File: config.mk
export PLATFORM = sky130hd
export DESIGN_NAME = bus_arbiter
export DESIGN_NICKNAME = d
export VERILOG_FILES = /design/src/rtl/bus_arbiter.sv
export SDC_FILE = /design/constraint.sdc
export NUM_CORES = 1
export LEC_CHECK = 0
export CORE_MARGIN = 5
export CORE_UTILIZATION = 35
export DETAILED_ROUTE_END_ITERATION = 10
export DONT_BUFFER_PORTS = 1
export PLACE_DENSITY = 0.53
export REMOVE_ABC_BUFFERS = 1
export SYNTH_ARGS = -nofsm -noshare
export SYNTH_HDL_FRONTEND = slang
export SYNTH_SLANG_ARGS = --single-unit
File: constraint.sdc
create_clock -name clk -period 2.3 [get_ports clk]
set_clock_uncertainty 0.05 [all_clocks]
set_input_delay 0.23 -clock clk [delete_from_list [all_inputs] [get_ports clk]]
set_output_delay 0.23 -clock clk [all_outputs]
set_load 0.02 [all_outputs]
File: src/rtl/bus_arbiter.sv
// Round-robin owner arbiter for the shared tristate bus, with a one-cycle turnaround gap and a sticky tenure timeout.
// Latency: grant one cycle after a request is seen idle; release to next grant is two edges (one GAP cycle).
// Backpressure: none; an owner keeps the bus until it drops its request, and others are never preempted.
module bus_arbiter #(
   parameter int N = 4,
   parameter int TIMEOUT = 1024,
   localparam int ID_W = (N > 1) ? $clog2(N) : 1
) (
   input  logic            clk,
   input  logic            rst,
   input  logic [N-1:0]    bus_req,
   input  logic            fc_bus,
   output logic [N-1:0]    bus_grant,
   output logic            busy,
   output logic [ID_W-1:0] owner_id,
   input  logic            err_clr,
   output logic            err,
   output logic [ID_W-1:0] err_id
);

   typedef enum logic [1:0] {IDLE, GRANT, GAP} state_t;

   localparam logic [15:0] TO_LIM = 16'(TIMEOUT);
   localparam logic [15:0] TO_PRE = 16'(TIMEOUT - 1);

   state_t            state;
   logic [15:0]       hold_cnt;
   logic              tout_done;   // timeout already reported in this tenure
   logic [ID_W-1:0]   win;
   logic [ID_W-1:0]   cand;
   logic [N-1:0]      win_onehot;
   logic              any_req;

   // Round-robin pick: scan owner_id+1 .. owner_id+N (mod N); the smallest offset with a request wins.
   always_comb begin
      win     = owner_id;
      cand    = '0;
      any_req = |bus_req;
      for (int i = N; i >= 1; i--) begin
         cand = ID_W'((int'(owner_id) + i) % N);
         if (bus_req[cand]) win = cand;
      end
   end

   // One-hot image of the selected winner.
   always_comb begin
      win_onehot      = '0;
      win_onehot[win] = 1'b1;
   end

   assign busy = |bus_grant;

   // Arbitration FSM, hold counter and sticky error, all registered; reset drops the grant without a clock.
   always_ff @(posedge clk or posedge rst) begin
      if (rst) begin
         state     <= IDLE;
         bus_grant <= '0;
         owner_id  <= ID_W'(N - 1);
         hold_cnt  <= '0;
         tout_done <= 1'b0;
         err       <= 1'b0;
         err_id    <= '0;
      end else begin
         // Clear first so that a timeout in the same cycle overrides it.
         if (err_clr) err <= 1'b0;
         case (state)
            IDLE, GAP: begin
               if (any_req) begin
                  bus_grant <= win_onehot;
                  owner_id  <= win;
                  hold_cnt  <= '0;
                  tout_done <= 1'b0;
                  state     <= GRANT;
               end else begin
                  state <= IDLE;
               end
            end
            GRANT: begin
               if (fc_bus)
                  hold_cnt <= '0;
               else if (hold_cnt != TO_LIM)
                  hold_cnt <= hold_cnt + 16'd1;
               // Fire on the edge where the counter steps onto TIMEOUT, once per tenure.
               if (!fc_bus && hold_cnt == TO_PRE && !tout_done) begin
                  err       <= 1'b1;
                  err_id    <= owner_id;
                  tout_done <= 1'b1;
               end
               if (!bus_req[owner_id]) begin
                  bus_grant <= '0;
                  state     <= GAP;
               end
            end
            default: begin
               bus_grant <= '0;
               state     <= IDLE;
            end
         endcase
      end
   end

endmodule

; ---- Word-level counts from Yosys, hierarchy flattened
; Index checks and enable logic that the tools add are counted.
[totals]
reg_bits = 28
inputBits = 8
out_inout_bits = 10
elab_cells = 74
[op_classes]
add_sub_neg = 5
order_cmp = 7
n_eq_ne = 8
mux = 32
reduce_logical = 15
[op_table]
columns = cell, n
row1 = $mux W16, 3
row2 = $pmux W16 S2, 1
row3 = $lt A2 B3 Y1 const B, 6
row4 = $add A16 B1 Y16 const B, 1
row5 = $eq A16 B10 Y1 const B, 1
row6 = $ne A16 B11 Y1 const B, 1
row7 = $mux W1, 12
row8 = $bmux W1 S2, 5
row9 = $mux W2, 5
row10 = $mux W4, 2
row11 = $pmux W4 S2, 1
row12 = $reduce_or A4 Y1, 2
row13 = $ne A2 B2 Y1 const B, 3
row14 = $reduce_and A2 Y1, 3
row15 = $reduce_and A3 Y1, 2
row16 = $add A2 B1 Y2 const B, 2
row17 = $add A2 B2 Y2 const B, 2
row18 = $pmux W2 S2, 1
row19 = $logic_and A1 B1 Y1, 3
row20 = $ne A3 B3 Y1 const B, 1
row21 = $demux W1 S2, 1
row22 = $eq A2 B1 Y1 const B, 1
row23 = $eq A2 B2 Y1 const B, 1
row24 = $ge A2 B1 Y1 const B, 1
row25 = 5 further kinds, 6

; ---- Logic depth before layout (Yosys ltp)
; Gate-level depths: netlist (run 1).
[logic_depth]
depth_word = 13
mapped_depth = 6
mapped_depth_nobuf = 6

; ---- Least setup slack after synthesis (run 1)
; OpenSTA, ideal clock, no wires.
[synth_path]
path_kind = flip-flop to flip-flop
from = register owner_id[1]
to = register bus_grant[0]
setup_ps = 67
arrival_time_ps = 1668
required_time_ps = 2183
path_slack_ps = 515
path_stages_with_launch = 6
synth_period_minus_slack_ps = 1785
path_cell_list = dfstp_2 > clkbuf_1 > mux2i_1 > nor2_1 > nor4_1 > a22o_1
[synth_via]
elab_chain_len = 13
[synth_rtl]
columns = item, line
row1 = from (decl), 15  ; output logic [ID_W-1:0] owner_id,
row2 = from (signal assigned), 58  ; owner_id <= ID_W'(N - 1);
row3 = from (signal assigned), 70  ; owner_id <= win;
row4 = $add A2 B1 Y2, 40  ; cand = ID_W'((int'(owner_id) + i) % N);
row5 = $bmux W1 S2, 41  ; if (bus_req[cand]) win = cand;
row6 = $mux W1 (implied by the code), 41
row7 = $mux W2 (4 in a row), 41
row8 = $lt A2 B3 Y1 (implied by the code) or $ge A2 B1 Y1 (tied branches), 48  ; win_onehot[win] = 1'b1;
row9 = $logic_and A1 B1 Y1 (implied by the code), 48
row10 = $mux W1 (implied by the code), 48
row11 = $demux W1 S2, 48
row12 = $mux W4, 68  ; if (any_req) begin
row13 = $pmux W4 S2, 66  ; case (state)
row14 = to (signal assigned), 69  ; bus_grant <= win_onehot;
row15 = to (decl), 13  ; output logic [N-1:0] bus_grant,
; Several ways; a longest one is shown, not always the timed one. The select of a mux whose other input is x is not followed.
; A chain may end at the register's enable or synchronous reset.

; ---- Worst setup path in the final report (run 1)
[layout_path]
from = register hold_cnt[0]
to = register err_id[1]
[layout_via]
elab_chain_len = 4
[layout_rtl]
columns = item, line
row1 = from (decl), 27  ; logic [15:0] hold_cnt;
row2 = from (signal assigned), 82  ; hold_cnt <= hold_cnt + 16'd1;
row3 = $eq A16 B10 Y1, 84  ; if (!fc_bus && hold_cnt == TO_PRE && !tout_done) begin
row4 = $logic_and A1 B1 Y1 (2 in a row), 84
row5 = $reduce_and A2 Y1 (no line), n/a
row6 = to (signal assigned), 86  ; err_id <= owner_id;
row7 = to (decl), 18  ; output logic [ID_W-1:0] err_id
; Every way passes these cells.

==> summary.md, run 1 <==
| Metric | Value |
|---|---|
| Most frequent cell after synthesis | dfrtp_1 |
| Dpl hpwl | between 2000 and 3000 um |
| Max Freq | 525 MHz |
| Cell family with most CP delay | simple AND/OR/NAND/NOR gates |
| Post-synth top cells | dfrtp_1, nand2_1, a21oi_1 |
| Slew Viols, Final | 0 |
| Initial drt markers | 106 |
| Post-synthesis cell type with the largest combined area | dfrtp_1 |
| Boundary pin count | 18 |
| Clk sinks | 28 |
| Clk slew on worst S/H paths | 0.10 ns |
| Die ar. | 6080 sq um |
| WP buf/inv | 0 |
| Sequential area share after synthesis | ~43% |
| Dpl cells | 210 |
| Worst Tran Pin Value | 0.515 ns |
| Slowest-stage cell, CP | nor4b_4 |
| PostCTS Resize Cnt | 0 |
| RSZ-0062 raised after global routing | no |
| Initial Util | 36.6% |
| CTS buffer count | 3 |
| Core Area | 4410 sq um |
| Syn Area/Cell | 9.99 sq um |
| Die H | 78.0 um |
| CP required | 2.42 ns |
| WP data arrival | 2.03 ns |
| H-tree Lvls | 1 |
| WL/cell | 17.4 um |
| Die W | 78.0 um |
| Final Cycle Share | 82.8% |
| FP Rows | 24 |
| GR Overflow Total | 0 |
| Cell Pwr Density | between 1000 and 1500 nW/um^2 |
| Pwr Total | between 0.0015 and 0.002 W |
| Share of layout cells above drive strength 1 | between 10 and 15% |
| Final core occ | 39.5% |
| Maxcap violations | 0 |
| Residual DRC count | 0 |
| Syn Inst Count | about 160 |
| GR Util All Layers | 12.6% |
| Maximum VDD drop | 0.311 mV |
| Crit Path Category | reg -> reg |
| Vias per cell | around 6.0 |
| Synth top area share | 40.2% |
| Setup TNS | 0 ns |
| Max Root-Sink Buffers | 2 |
| First-pass GRT wire length | 6280 um |
| CTS Hold Buffers Added | 1 |
| Status | finished clean |
| Min-Delay Path Class | in -> reg |
| Final setup fails | 0 |
| Top_reg_cell synth | dfrtp_1 |
| Fin crit period | 1.90 ns |
| CP Launch Type | register |
| Max incr delay on CP | 0.40 ns |
| Clock Latency Late Sink | 0.28 ns |
| Gpl congestion | between 0.8 and 0.9 |
| Number of diodes | 0 |
| Slew headroom | 65.4% |
| Final ANT Viol Nets | 0 |
| Drt pass-1 iters | 4 |
| Via count | 1296 |
| Synth Cell Area | 1620 sq um |
| CP Capture Type | register |
| Fin cells | 215 |
| Synth area leaders | dfrtp_1, o31ai_1, or4_1 |
| Root Driver | clkbuf_8 |
| Area growth, synth to finish | 7.89% |
| Post-Place Cell Area | between 1500 and 2000 sq um |
| Vias in the first global route | 1262 |
| IO buf count | 0 |
| CTS tree | built |
| Pin count of the biggest net entering global routing | 28 |
| Nets | 174 |
| Leak | 0.740 nW |
| Crit-path max FO | 6 |
| Initial antenna violation count | 0 |
| Crit-path cells | ha_1 -> and3_1 -> nand4_1 -> nor4b_4 -> mux2_2 |
| Total wire length | 3740 um |
| Final Hold Viols | 0 |
| Post-synth EDFFs | 0 |
| Post-CTS setup buffer count | 0 |
| Final instance area | 1750 sq um |
| Yosys cell types | 48 |
| Ys async rst share | 100% |
| Flops & latches, synth | 28 |
| Yosys warns | 0 |
area by class of cell:
cell class / count / area [sq um]
well taps: 52 / 65.1
clock inverters: 1 / 30.0
fillers: 428 / 2670
clock buffers: 3 / 41.3
inverters: 8 / 30.0
flip-flops and latches: 28 / 703
repair buffers: 5 / 40.0
multi-input cells: 118 / 836
metrics by stage:
stage                     setup WS (ns)  hold slack (ns)
after detailed placement          0.402          -0.0746
after global placement            0.437          -0.0788
final                             0.397           0.0605
after floorplan                 -0.0421            0.244
after global routing              0.253           0.0627
after CTS                         0.393           0.0533
routing by layer:
metal	global-route usage (%)	vias to the layer above	share of wire (%)	routed length, um
li1	-	615	-	-
met1	17.0	649	49	1830
met2	18.9	28	45	1700
met3	3.47	4	4.4	166
met4	5.57	0	1.2	46
met5	0	-	0	0
cell families (layout without fill, tap and decap cells):
| group | Yosys count | count (layout) | share of synthesized area, % |
|---|---|---|---|
| AOI/OAI and AO/OA | 42 | 42 | 19.4 |
| muxes | 5 | 5 | 4.02 |
| DFF | 28 | 28 | 43.5 |
| xor gates and xnor gates | 3 | 3 | 1.62 |
| and+or+nand+nor | 66 | 66 | 25.1 |
| adders and majority gates | 2 | 2 | 1.55 |
| buffers and inverters | 16 | 17 | 4.87 |
placed cells by master, fill, tap and decap left out, types with 2 or more instances in the layout:
master      n
nand2b_1    2
nor3b_1     2
xor2_1      3
o2bb2ai_1   2
inv_1       8
o31ai_1     8
ha_1        2
mux2i_1     2
a31oi_1     3
nand3_1     3
dfstp_2     2
and4_1      3
and3_1      2
o2111ai_1   3
or4_1       8
and2_1      3
nand4_1     5
a22o_1      2
nor3_1      2
a21o_1      2
nor2_1      9
nand3b_1    2
nand2_1    14
a21oi_1    10
nor4_1      4
dfrtp_1    26
clkbuf_8    3
mux2_2      2
buf_4       4
o21ai_0     2
and3_2      2
path summary, 6_finish.rpt:
kind | cells past startpoint | start | endpoint | slack (ns)
worst max-delay path | 5 | hold_cnt[0] | err_id[1] | 0.40
worst min-delay path | 2 | err_clr | err | 0.06
worst max register to register | 5 | hold_cnt[0] | err_id[1] | 0.40
worst min register to register | 1 | state[1] | state[1] | 0.49
max in group asynchronous | 3 | rst | owner_id[0] | 1.46
min in group asynchronous | 2 | rst | err | 0.17
registers in the layout, indices dropped and copies added, names as in the netlist:
| signal | cells |
|---|---|
| bus_grant | 4 |
| err | 1 |
| err_id | 2 |
| hold_cnt | 16 |
| owner_id | 2 |
| state | 2 |
| tout_done | 1 |
power by group:
group	switching [W]	total [W]	internal, W
registers	0.000150	0.000743	0.000593
logic	0.000386	0.000607	0.000221
clock network	0.000167	0.000400	0.000233
total	0.000703	0.00175	0.00105
Power figures use the tool's default switching activity.
==> inputs of run 2 (changes only) <==
==> constraint.sdc (replaced) <==
create_clock -name clk -period 1.9 [get_ports clk]
set_clock_uncertainty 0.05 [all_clocks]
set_input_delay 0.19 -clock clk [delete_from_list [all_inputs] [get_ports clk]]
set_output_delay 0.19 -clock clk [all_outputs]
set_load 0.02 [all_outputs]
==> run 2 against run 1 <==
  * Combinational power grew 36%
  * Sequential share of layout area down 2.2 points
  * Sequential power up 15%
  * Register-to-register slack lost 0.33 ns
  * Non-clock buffer count up 12
  * Count of clock-buffer cells in the layout stayed put
  * Global-route usage is 0.52 points higher
  * Utilization rose by 2.2 points
  * Clock power grew 22%
  * Routed wire length grew 0.72%
  * Final cell count grew 5.6%
  * Flip-flop and latch count stayed put
==> summary.md, run 2 (same netlist as run 1, synthesis figures left out) <==
| Metric | Value |
|---|---|
| Status | finished clean (unchanged) |
| Nets | 186 (was 174) |
| Drt pass-1 iters | 4 (unchanged) |
| Top reg by flops | hold_cnt (unchanged) |
| Crit-path max FO | 8 (was 6) |
| Final core occ | 41.8% (was 39.5%) |
| Fin cells | 227 (was 215) |
| Pwr Total | 0.00217 W (was 0.00175 W) |
| Metal3 WL | 187 um (was 166 um) |
| Largest registers | hold_cnt x16, bus_grant x4 (unchanged) |
| Maxcap violations | 0 (unchanged) |
| Initial Util | 36.6% (unchanged) |
| Die ar. | 6080 sq um (unchanged) |
| CTS buffer count | 3 (unchanged) |
| CP Launch Type | register (unchanged) |
| IO buf count | 0 (unchanged) |
| Register area | 703 sq um (unchanged) |
| Clk slew on worst S/H paths | 0.10 ns (about the same) |
| Clk sinks | 28 (unchanged) |
| H-tree Lvls | 1 (unchanged) |
| Pin count of the biggest net entering global routing | 20 (was 28) |
| Multi-input logic area | 845 sq um (was 836 sq um) |
| RSZ-0062 raised after global routing | yes (was no) |
| Worst Tran Pin Value | 0.505 ns (was 0.515 ns) |
| Worst hold slack | 0.0161 ns (was 0.0605 ns) |
| Leak | 0.809 nW (was 0.740 nW) |
| Slowest-stage cell, CP | nor4_1 (was nor4b_4) |
| Vias in the first global route | 1302 (was 1262) |
| Max incr delay on CP | 0.52 ns (was 0.40 ns) |
| Clock Latency Late Sink | 0.28 ns (about the same) |
| Boundary pin count | 18 (unchanged) |
| First-pass GRT wire length | 6510 um (was 6280 um) |
| Wire length on met2 | 1700 um (about the same) |
| Slew headroom | 66.1% (was 65.4%) |
| GR Util All Layers | 13.1% (was 12.6%) |
| Die H | 78.0 um (unchanged) |
| Min-Delay Path Class | in -> reg (unchanged) |
| CP Capture Type | register (unchanged) |
| Via count | 1337 (was 1296) |
| WP data arrival | 2.00 ns (was 2.03 ns) |
| Commonest non-fill, non-tap cells in the layout | dfrtp_1, buf_4, nand2_1 (was dfrtp_1, nand2_1, a21oi_1) |
| GR Overflow Total | 0 (unchanged) |
| Cell Pwr Density | 1180 nW/um^2 (was 1000 nW/um^2) |
| M1 wire length | 1830 um (about the same) |
| Max Root-Sink Buffers | 2 (unchanged) |
| Max Freq | 547 MHz (was 525 MHz) |
| Crit-path cells | nor4_1 -> nand4_1 -> a21bo_2 -> a21oi_1 (was ha_1 -> and3_1 -> nand4_1 -> nor4b_4 -> mux2_2) |
| Initial drt markers | 107 (was 106) |
| Gpl congestion | 0.785 (was 0.818) |
| Final Cycle Share | 96.2% (was 82.8%) |
| Core Area | 4410 sq um (unchanged) |
| Maximum VDD drop | 0.503 mV (was 0.311 mV) |
| DR top layer | met4 (unchanged) |
| Final ANT Viol Nets | 0 (unchanged) |
| Number of diodes | 0 (unchanged) |
| Commonest non-fill, non-tap cell in the layout | dfrtp_1 (unchanged) |
| Setup TNS | 0 ns (unchanged) |
| Dpl hpwl | 2750 um (was 2650 um) |
| Hold path startpoint | err_clr (unchanged) |
| Dpl cells | 221 (was 210) |
| Share of layout cells above drive strength 1 | 18.3% (was 12.3%) |
| CTS tree | built (unchanged) |
| Vias per cell | 5.89 (was 6.03) |
| Final setup fails | 0 (unchanged) |
| Die W | 78.0 um (unchanged) |
| Final Hold Viols | 0 (unchanged) |
| Slew Viols, Final | 0 (unchanged) |
| Crit Path Category | reg -> reg (unchanged) |
| FP Rows | 24 (unchanged) |
| Root Driver | clkbuf_8 (unchanged) |
| Total wire length | 3760 um (was 3740 um) |
| Fin crit period | 1.83 ns (was 1.90 ns) |
| CP required | 2.07 ns (was 2.42 ns) |
| WL/cell | 16.6 um (was 17.4 um) |
| Filler cells | 416 (was 428) |
| Initial antenna violation count | 0 (unchanged) |
| Residual DRC count | 0 (unchanged) |
| Reg2reg start | hold_cnt[2] (was hold_cnt[0]) |
| Area growth, synth to finish | 14.0% (was 7.89%) |
| Max reg flops | 16 (unchanged) |
| Crit path launch | hold_cnt[2] (was hold_cnt[0]) |
## run 2: cell count changes in the layout (fill, tap and decap cells not counted), sizes merged
cell,change
buf,+12
## run 2: final cells by class
class / instances / share of cell area, %
Clock buffer: 3 / 2.24
Clock inverter: 1 / 1.63
Inverter: 8 / 1.63
Multi-Input combinational cell: 118 / 45.8
Sequential cell: 28 / 38.1
Tap cell: 52 / 3.53
Timing Repair Buffer: 17 / 7.06
## run 2: where the power goes
part | internal (W) | leakage [nW] | switching, W
combinational | 0.000313 | 0.396 | 0.000513
clock | 0.000283 | 0.0357 | 0.000204
sequential | 0.000716 | 0.377 | 0.000140
## run 2: what timing repair did
item / 4_1_cts / 5_1_grt
hold buffers: 1 / 0
resized for setup: 0 / 2
setup endpoints to repair: 0 / 3
endpoints found under the hold margin: 7 / 0
buffers inserted: 0 / 1
## run 2: worst paths after layout
check	to	slack (ns)	depth (start not counted)
setup / recovery	hold_cnt[2]	0.07	4
hold / removal	err	0.02	2
setup reg to reg	hold_cnt[2]	0.07	4
hold reg to reg	state[1]	0.51	2
max in group asynchronous	state[0]	0.95	3
min in group asynchronous	bus_grant[2]	0.26	2
## run 2: critical path, delay by kind of cell (launching register included)
family / cells / cell delay [ns]
compound gates: 2 / 0.40
flops: 1 / 0.47
simple gates: 2 / 0.84
## run 2: metrics by stage
step | worst slack [ns] | instance area, sq um
after CTS | 0.0894 | 1830
final | 0.0716 | 1840
after floorplan | -0.442 | 1570
after global routing | -0.0414 | 1840
after detailed placement | 0.108 | 1750
after global placement | 0.133 | 1750
## run 2: per-layer routing
| layer | vias up | global-route usage (%) |
|---|---|---|
| li1 | 645 | - |
| met1 | 661 | 19.1 |
| met2 | 26 | 19.1 |
| met3 | 5 | 3.13 |
| met4 | 0 | 4.22 |
| met5 | - | 0 |
